==> src/rtl/simon_round_ctrl.sv <==
// simon_round_ctrl: Simon Says game sequencer driving generator/display strobes, press checking, timeout and win/lose.
module simon_round_ctrl #(
  parameter int MAX_ROUNDS     = 16,
  parameter int TIMEOUT_CYCLES = 1000000,
  parameter int TO_W           = 20
) (
  input  logic       clk,
  input  logic       reset,
  input  logic       i_start_btn,
  output logic       o_gen_start,
  input  logic       i_gen_done,
  output logic       o_disp_start,
  input  logic       i_disp_done,
  input  logic       i_press_valid,
  input  logic [1:0] i_press_colour,
  output logic [3:0] o_seq_idx,
  input  logic [1:0] i_seq_colour,
  output logic [4:0] o_round_len,
  output logic [1:0] o_state_dbg,
  output logic       o_busy,
  output logic       o_win,
  output logic       o_lose
);
  typedef enum logic [2:0] {S_IDLE, S_GEN, S_DISP, S_INPUT, S_NEXT, S_WIN, S_LOSE} state_t;
  localparam logic [TO_W-1:0] TO_LAST = TO_W'(TIMEOUT_CYCLES - 1);
  localparam logic [4:0]      MAX_RL  = 5'(MAX_ROUNDS);
  state_t r_state, w_next;
  logic r_start_q, r_armed, r_first;
  logic [TO_W-1:0] r_to;
  logic [4:0] r_round_len;
  logic [3:0] r_seq_idx;
  logic w_start_edge, w_match, w_last, w_timeout;
  // r_armed masks the first cycle after reset so a held start_btn cannot look like an edge
  assign w_start_edge = i_start_btn & ~r_start_q & r_armed;
  assign w_match      = i_press_colour == i_seq_colour;
  assign w_last       = {1'b0, r_seq_idx} == r_round_len - 5'd1;
  assign w_timeout    = r_to == TO_LAST;
  always_ff @(posedge clk) begin
    if (reset) begin
      r_state <= S_IDLE;
      r_first <= 1'b0;
    end else begin
      r_state <= w_next;
      r_first <= w_next != r_state;
    end
  end
  always_comb begin
    w_next = r_state;
    case (r_state)
      S_IDLE, S_WIN, S_LOSE: w_next = w_start_edge ? S_GEN : r_state;
      S_GEN:   w_next = (i_gen_done && !r_first) ? S_DISP : S_GEN;
      S_DISP:  w_next = (i_disp_done && !r_first) ? S_INPUT : S_DISP;
      S_INPUT: w_next = i_press_valid ? (!w_match ? S_LOSE : w_last ? S_NEXT : S_INPUT)
                                      : (w_timeout ? S_LOSE : S_INPUT);
      S_NEXT:  w_next = r_round_len == MAX_RL ? S_WIN : S_DISP;
      default: w_next = S_IDLE;
    endcase
  end
  always_ff @(posedge clk) begin
    if (reset) begin
      r_start_q   <= 1'b0;
      r_armed     <= 1'b0;
      r_to        <= '0;
      r_round_len <= 5'd1;
      r_seq_idx   <= '0;
    end else begin
      r_start_q <= i_start_btn;
      r_armed   <= 1'b1;
      if ((r_state == S_IDLE || r_state == S_WIN || r_state == S_LOSE) && w_start_edge) begin
        r_round_len <= 5'd1;
        r_seq_idx   <= '0;
      end
      if (r_state == S_DISP && w_next == S_INPUT) begin
        r_seq_idx <= '0;
        r_to      <= '0;
      end
      if (r_state == S_INPUT) begin
        if (i_press_valid) begin
          r_to <= '0;
          if (w_match && !w_last) r_seq_idx <= r_seq_idx + 4'd1;
        end else if (!w_timeout) begin
          r_to <= r_to + TO_W'(1);
        end
      end
      if (r_state == S_NEXT && w_next == S_DISP) begin
        r_round_len <= r_round_len + 5'd1;
        r_seq_idx   <= '0;
      end
    end
  end
  always_comb begin
    o_gen_start  = r_state == S_GEN && r_first;
    o_disp_start = r_state == S_DISP && r_first;
    o_busy       = r_state == S_GEN || r_state == S_DISP || r_state == S_INPUT || r_state == S_NEXT;
    o_win        = r_state == S_WIN;
    o_lose       = r_state == S_LOSE;
    o_state_dbg  = r_state == S_DISP ? 2'b01 :
                   r_state == S_INPUT ? 2'b10 :
                   (r_state == S_NEXT || r_state == S_WIN || r_state == S_LOSE) ? 2'b11 : 2'b00;
    o_seq_idx    = r_seq_idx;
    o_round_len  = r_round_len;
  end
endmodule
==> config.mk <==
export PLATFORM = sky130hd
export DESIGN_NAME = simon_round_ctrl
export DESIGN_NICKNAME = d
export VERILOG_FILES = /design/src/rtl/simon_round_ctrl.sv
export SDC_FILE = /design/constraint.sdc
export NUM_CORES = 1
export LEC_CHECK = 0
export CORE_MARGIN = 2
export CORE_UTILIZATION = 58
export CTS_CLUSTER_SIZE = 10
export DETAILED_ROUTE_END_ITERATION = 10
export MAX_ROUTING_LAYER = met4
export PLACE_DENSITY = 0.82
export SYNTH_ARGS = -nofsm -noshare
export SYNTH_HDL_FRONTEND = slang
export SYNTH_SLANG_ARGS = --single-unit
==> constraint.sdc <==
create_clock -name clk -period 6.3 [get_ports clk]
set_clock_uncertainty 0.1 [all_clocks]
set_input_delay 0.63 -clock clk [delete_from_list [all_inputs] [get_ports clk]]
set_output_delay 0.63 -clock clk [all_outputs]
set_load 0.02 [all_outputs]
# --- Word level (Yosys, flattened, before mapping) ---
# Cells that the tools add are included.
classes:
  add_sub_neg: 4
  mul: 0
  n_div: 0
  order_cmp: 0
  n_eq_ne: 13
  n_shift: 0
  muxes: 24
  bitwise: 3
  n_reduce_logical: 21
ops:
  columns: ["operator", "n"]
  rows:
  - ["two-way mux 20 bit", 4]
  - ["adder 20 x 1 -> 20 bit, second input constant", 1]
  - ["equality test 20 bit, second input constant", 1]
  - ["two-way mux 4 bit", 5]
  - ["two-way mux 3 bit", 6]
  - ["one-hot mux 3 bit (5 select lines)", 1]
  - ["equality test 3 x 2 -> 1 bit, second input constant", 4]
  - ["two-way mux 5 bit", 2]
  - ["equality test 3 bit, second input constant", 3]
  - ["logical AND 1 bit", 8]
  - ["two-way mux 2 bit", 4]
  - ["logical OR 1 bit", 7]
  - ["adder 5 x 1 -> 5 bit, second input constant", 1]
  - ["equality test 4 x 5 -> 1 bit", 1]
  - ["equality test 5 bit, second input constant", 1]
  - ["subtractor 5 x 1 -> 5 bit, second input constant", 1]
  - ["adder 4 x 1 -> 4 bit, second input constant", 1]
  - ["equality test 3 x 1 -> 1 bit, second input constant", 1]
  - ["logical NOT 3 bit", 1]
  - ["!= test 3 bit", 1]
  - ["OR reduction 3 bit", 1]
  - ["AND 1 bit", 2]
  - ["equality test 2 bit", 1]
  - ["logical NOT 1 bit", 2]
  - ["other kinds (4)", 5]
word_totals:
  register_bits: 35
  latch_bits: 0
  mem_bits_rw: 0
  rom_bits: 0
  in_bits: 10
  output_inout_bits: 16
  elab_cells: 72
  n_memories: 0

# --- Logic depth before layout (Yosys ltp) ---
# Gate-level depths: netlist of the first run.
depth:
  depth_word: 12
  depth_mapped: 8
  depth_no_buf: 8

# --- Worst setup path before layout of the first run ---
# Ideal clock, no wire load.
synth_timing:
  kind: "reg2reg"
  startpoint: "register r_round_len[0] (netlist: o_round_len[0])"
  endpoint: "register r_first"
  arrival_ns: 2.359
  setup_slack_ns: 3.708
  stages_incl_launch_ff: 9
  path_buffers: 0
  synth_period_minus_slack_ns: 2.592
  path_cell_list: "dfxtp_1 -> inv_1 -> ha_1 -> o21ba_1 -> a221o_1 -> a2111oi_4 -> nor2_4 -> o31ai_1 -> a31oi_1"
synth_between:
  elab_chain_len: 7
  word_cells_on_any_way: 9
  classes_between: "add/sub (1); eq/ne (3); mux (5)"
synth_lines:
  columns: ["element", "line_no", "text"]
  rows:
  - ["start, declared", "30", "logic [4:0] r_round_len;"]
  - ["start signal, assigned", "86", "r_round_len <= r_round_len + 5'd1;"]
  - ["subtractor 5 x 1 -> 5 bit", "36", "assign w_last = {1'b0, r_seq_idx} == r_round_len - 5'd1;"]
  - ["equality test 4 x 5 -> 1 bit", "36", null]
  - ["two-way mux 3 bit (3 in series)", "53", "S_INPUT: w_next = i_press_valid ? (!w_match ? S_LOSE : w_last ? S_NEXT : S_INPUT)"]
  - ["one-hot mux 3 bit (5 select lines) (*)", "49", "case (r_state)"]
  - ["!= test 3 bit (*)", "44", "r_first <= w_next != r_state;"]
  - ["end signal, assigned", "44", null]
  - ["end, declared", "28", "logic r_start_q, r_armed, r_first;"]
# Every way passes the cells marked *; elsewhere a longest branch is shown, timed or not.
# A chain may end at the register's enable or synchronous reset.

# --- Worst setup path after layout of the first run ---
# Ends and elaborated chain as after synthesis.

==> metrics.txt, run 1 <==
outcome completed; synth cell count leaders 35 x dfxtp_1, 29 x nand2_1, 24 x nor2_1; WP buf/inv 1; max-slew violations 0; initial core utilization 59.9%; Lkg Pwr 0.822 nW; core area 3630 µm²; Crit path arrival time 2860 ps; most frequent cell after synthesis dfxtp_1; Wirelength per Cell 15.4 µm; PnR worst setup slack 3470 ps; Largest delay share family, worst path compound AO/OA/AOI/OAI gates; CP Class reg -> reg; worst reg2reg setup slack 3470 ps; slowest stage delay, CP 650 ps; initial antenna violation count 0; Via-to-Cell Ratio 6.44; Total Wirelength 5.31 mm; area of the multi-input gates 1400 µm²; DRT iter0 DRCs 221; CP startpoint kind register; M3 GR Usage 5.14%; Hold Startpoint r_to[3]; crit share post-route 44.9%; worst vdd ir 0.000176 V; gr busiest metal met2; Finished Cell Area 2510 µm²; Final min period 2830 ps; Max Cap Viol 0; synthesized netlist cell count 276; cts bufs inserted 5; Final Hold Fails 0; Clock Sinks 35; crit path capture r_first; r2r endpoint r_first; cts repair resizes 0; grt ovf 0; total track usage 27.2%; f_max 0.353 GHz; Final #Nets 309; final setup fails 0; share of the synthesized area in the top cell type 32.2%; number of buffers inserted by port buffering 25; CP startpoint o_round_len[0]; register area 701 µm²; Root Buffer clkbuf_8; post-synth top area cell dfxtp_1; largest net degree at the start of global routing 30; Slew headroom 23.8%; DR pass1 iterations 5; Detail Route Antenna Nets 0; synth top area cells dfxtp_1 32%, nand2_1 5.0%, a21oi_1 4.4%, nor2_1 4.1%, nand3_1 3.7%; Synthesis Warnings 0; CTS tree done; row cnt 22; Power Dens Cells 170 nW/µm²; worst slew pin tran 1140 ps; register area share after synthesis 32.2%; CP Capture Type register; # fillers 316; met1 Track Usage GR 38.6%; # hold bufs at CTS 0; layout cells sized above 1 5.07%; Netlist Area Pre-Place 2180 µm²; Finished Core Util 69.2%; Ports 26; die width 65.3 µm; Synth-to-Final Area Change 15.5%; clk slew on worst S/H paths 70 ps; total power 0.000428 W; GR Layer Usage met2 39.0%; R2R Path Start o_round_len[0]; Worst Reg-to-Reg Cells 8; # diodes 0; Hold Crit Class reg -> reg; number of flops mapped to enable cells by yosys 0; crit path cell chain inv_1 > ha_1 > o21ba_1 > a221o_1 > a2111oi_4 > nor2_4 > o31ai_1 > a31oi_1; Syn Nets 290; Netlist cell types 56; die height 65.3 µm; Crit Path Max Fanout 8; pre-CTS setup slack 3320 ps; Die ar. 4260 µm²; Placer Congestion 0.941; critical path depth in cells 8; Worst EP required 6330 ps; Placement Cell Area 2430 µm²; CTS max path bufs 2; via count 2,215; Detail Placement HPWL 3.75 mm; number of global-route vias before repair 1,935; Post-CTS Setup Bufs 0; ys async rst share 0%; setup TNS 0 ps; first-pass GRT wire length 8.94 mm; RSZ-0062 raised after global routing no; Avg Cell Area, Syn 7.89 µm²; ys flop type dfxtp_1; critical path's slowest cell a2111oi_4; Seq cells post-synth 35; DRC errors left 0; CTS H-tree depth 2; clk_lat worst skew 290 ps
[layout by cell type, fill, tap and decap left out, types with 2 or more instances in the layout]
| cell | instances |
|---|---|
| inv_1 | 5 |
| o211ai_1 | 7 |
| nand3b_1 | 6 |
| a311oi_1 | 8 |
| and2_1 | 6 |
| a31oi_1 | 12 |
| xnor2_1 | 9 |
| ha_1 | 4 |
| mux2i_1 | 3 |
| nand2b_1 | 3 |
| a22oi_1 | 3 |
| xor2_1 | 2 |
| a21oi_1 | 19 |
| nand3_1 | 16 |
| o21bai_1 | 2 |
| clkdlybuf4s50_1 | 25 |
| nor4b_1 | 2 |
| or3_1 | 5 |
| and3_1 | 8 |
| o21ai_0 | 11 |
| nor3_1 | 5 |
| or4_1 | 2 |
| and4_1 | 2 |
| nand2_1 | 29 |
| nor2b_1 | 3 |
| a21o_1 | 2 |
| nand4_1 | 5 |
| nor2_1 | 24 |
| mux2_2 | 2 |
| clkbuf_8 | 5 |
| dfxtp_1 | 35 |
[power breakdown]
group,internal [W],switching [W],leakage [nW]
clock,0.0000772,0.0000831,0.0412
combinational,0.0000180,0.0000212,0.498
sequential,0.000224,0.00000503,0.283
[per-layer routing]
| metal | up-vias | wire length, µm |
|---|---|---|
| li1 | 1072 | - |
| met1 | 1038 | 2550 |
| met2 | 88 | 2280 |
| met3 | 17 | 366 |
| met4 | 0 | 112 |
| met5 | - | 0 |
[registers in the layout (all words and copies together), names as in the netlist]
register,count
r_start_q,1
r_to,20
r_state,3
o_seq_idx,4
r_first,1
o_round_len,5
r_armed,1
[cell type report]
class                   count  share of cell area [%]
multi-input cells         223                    55.7
flip-flops and latches     35                    27.9
repair buffers             25                    9.95
clock buffers               6                    2.89
well taps                  48                    2.39
inverters                   5                   0.746
clock inverters             2                   0.498
[per-stage QoR]
stage | hold WS (ps) | instances
6_report | 376 | 344
5_1_grt | 408 | 344
4_1_cts | 371 | 344
3_5_place_dp | 359 | 336
3_3_place_gp | 346 | 336
2_1_floorplan | 333 | 276
[cells by family (layout without fill, tap and decap cells)]
family | Yosys count | in the layout | share of synthesized area, %
flip-flops | 35 | 35 | 32.2
AO/OA/AOI/OAI | 77 | 77 | 24.2
XOR/XNOR | 11 | 11 | 4.43
buffers and inverters | 18 | 38 | 3.51
multiplexers | 5 | 5 | 2.41
AND/OR/NAND/NOR | 126 | 126 | 31.0
adder cells (fa/ha/maj) | 4 | 4 | 2.30
[worst min path at each step]
| stage | end | cells after the start | slack [ps] |
|---|---|---|---|
| floorplan | r_to[3] | 1 | 330 |
| global placement | r_to[3] | 1 | 350 |
| detailed placement | r_to[3] | 1 | 360 |
| CTS | r_to[3] | 1 | 370 |
| global route | r_to[3] | 1 | 410 |
| finish | r_to[3] | 1 | 380 |
Power figures use the tool's default switching activity.
==> run 2, diff against run 1 <==
--- a/config.mk
+++ b/config.mk
@@ -6,11 +6,11 @@
 export NUM_CORES = 1
 export LEC_CHECK = 0
 export CORE_MARGIN = 2
-export CORE_UTILIZATION = 58
+export CORE_UTILIZATION = 56
 export CTS_CLUSTER_SIZE = 10
 export DETAILED_ROUTE_END_ITERATION = 10
 export MAX_ROUTING_LAYER = met4
-export PLACE_DENSITY = 0.82
+export PLACE_DENSITY = 0.8
 export SYNTH_ARGS = -nofsm -noshare
 export SYNTH_HDL_FRONTEND = slang
 export SYNTH_SLANG_ARGS = --single-unit
==> constraint.sdc (replaced) <==
create_clock -name clk -period 2.7 [get_ports clk]
set_clock_uncertainty 0.1 [all_clocks]
set_input_delay 0.27 -clock clk [delete_from_list [all_inputs] [get_ports clk]]
set_output_delay 0.27 -clock clk [all_outputs]
set_load 0.02 [all_outputs]
==> run 2 against run 1 <==
  * Final cell count up 2.6%
  * Non-clock buffer count rose by 9
  * Sequential power up 130%
  * First-iteration DRC count grew 13%
  * Sequential share of layout area decreased by 0.92 points
  * Hold slack worse by 5.3 ps
  * Register-to-register slack lost 3300 ps
  * Design area increased by 3.4%
  * Combinational power grew to 2.6 times the previous value
  * Largest cell class unchanged
  * Largest power group unchanged
==> metrics.txt, run 2 (synthesis gave the netlist of run 1 again) <==
outcome completed; Total Wirelength 5.35 mm; die width 66.4 µm; Die ar. 4400 µm²; largest reg by FF count r_to; row cnt 22; Finished Cell Area 2600 µm²; Hold Crit Class reg -> reg; CP Class reg -> reg; DRC errors left 0; Worst EP required 2820 ps; largest net degree at the start of global routing 16; f_max 0.401 GHz; first-pass GRT wire length 8.77 mm; number of buffers inserted by port buffering 25; number of global-route vias before repair 1,899; CTS max path bufs 2; Placement Cell Area 2500 µm²; DR pass1 iterations 4; Via-to-Cell Ratio 6.25; Ports 26; # diodes 0; Clock Sinks 35; commonest non-fill, non-tap cell in the layout dfxtp_1; RSZ-0062 raised after global routing no; clk_lat worst skew 290 ps; Placer Congestion 0.931; CP Capture Type register; CTS H-tree depth 2; grt ovf 0; clk slew on worst S/H paths 70 ps; die height 66.4 µm; Largest register FFs 20; Synth-to-Final Area Change 19.5%; CTS tree done; cts repair resizes 0; worst slew pin tran 577 ps; initial core utilization 59.0%; initial antenna violation count 0; Final Hold Fails 0; Wirelength per Cell 15.1 µm; Final #Nets 318; Detail Route Antenna Nets 0; final setup fails 0; Max Cap Viol 0; Detail Placement HPWL 3.79 mm; Power Dens Cells 406 nW/µm²; CP startpoint kind register; # fillers 305; core area 3690 µm²; most frequent cells in the layout 35 x dfxtp_1, 29 x nand2_1, 25 x clkdlybuf4s50_1, 24 x nor2_1, 19 x a21oi_1; max-slew violations 0; Final min period 2500 ps; Crit path arrival time 2610 ps; Slew headroom 61.4%; cts bufs inserted 5; Crit Path Max Fanout 7; total track usage 26.7%; via count 2,207; DRT iter0 DRCs 250; setup TNS 0 ps; Post-CTS Setup Bufs 0; Root Buffer clkbuf_8; Lkg Pwr 0.876 nW; crit share post-route 92.4%; worst vdd ir 0.000300 V; layout cells sized above 1 8.20%; # hold bufs at CTS 0
[run 2: cell count changes in the layout (fill, tap and decap cells not counted), sizes merged]
cell	delta
clkinv	-1
buf	+9
clkbuf	+1
[run 2: cell type report]
class | count | area [µm²] | share of cell area, %
multi-input cells | 223 | 1400 | 53.8
flip-flops and latches | 35 | 701 | 26.9
repair buffers | 34 | 318 | 12.2
clock buffers | 7 | 96.3 | 3.70
well taps | 48 | 60.1 | 2.31
inverters | 5 | 18.8 | 0.722
clock inverters | 1 | 7.51 | 0.289
[run 2: where the power goes]
part / internal (W) / leakage (nW) / switching (W)
combinational: 0.0000470 / 0.543 / 0.0000545
sequential: 0.000522 / 0.283 / 0.00000654
clock: 0.000232 / 0.0505 / 0.000195
[run 2: worst paths after layout]
| path | slack [ps] | cells after the start | endpoint | from |
|---|---|---|---|---|
| setup / recovery | 200 | 8 | o_seq_idx[3] | o_round_len[0] |
| hold / removal | 370 | 1 | r_to[3] | r_to[3] |
| setup reg to reg | 200 | 8 | o_seq_idx[3] | o_round_len[0] |
| hold reg to reg | 370 | 1 | r_to[3] | r_to[3] |
[run 2: per-layer routing]
metal  track usage, %  up-vias  routed length, µm
met2             38.8       80               2390
met3             5.11       10                364
met5                -        -                  0
li1                 -     1089                  -
met1             37.4     1028               2510
met4             8.93        0                 83
[run 2: worst max-delay path, cell delays in order (launching register included)]
cell,delay (ps)
dfxtp_1,430
inv_1,90
ha_1,260
o21ba_1,190
a221o_1,380
a2111oi_4,450
buf_4,220
o211ai_1,110
a31oi_1,180
[run 2: through the flow]
| stage | hold slack, ps | cells | worst slack (ps) | utilization [%] | total power, W |
|---|---|---|---|---|---|
| after floorplan | 298 | 276 | 108 | - | 0.000600 |
| after global placement | 349 | 345 | 346 | 67.7 | 0.000640 |
| after detailed placement | 360 | 345 | 226 | 67.7 | 0.000641 |
| after CTS | 374 | 353 | 221 | 70.5 | 0.00106 |
| after global routing | 385 | 353 | 64.8 | 70.5 | 0.00110 |
| final | 371 | 353 | 205 | 70.5 | 0.00106 |
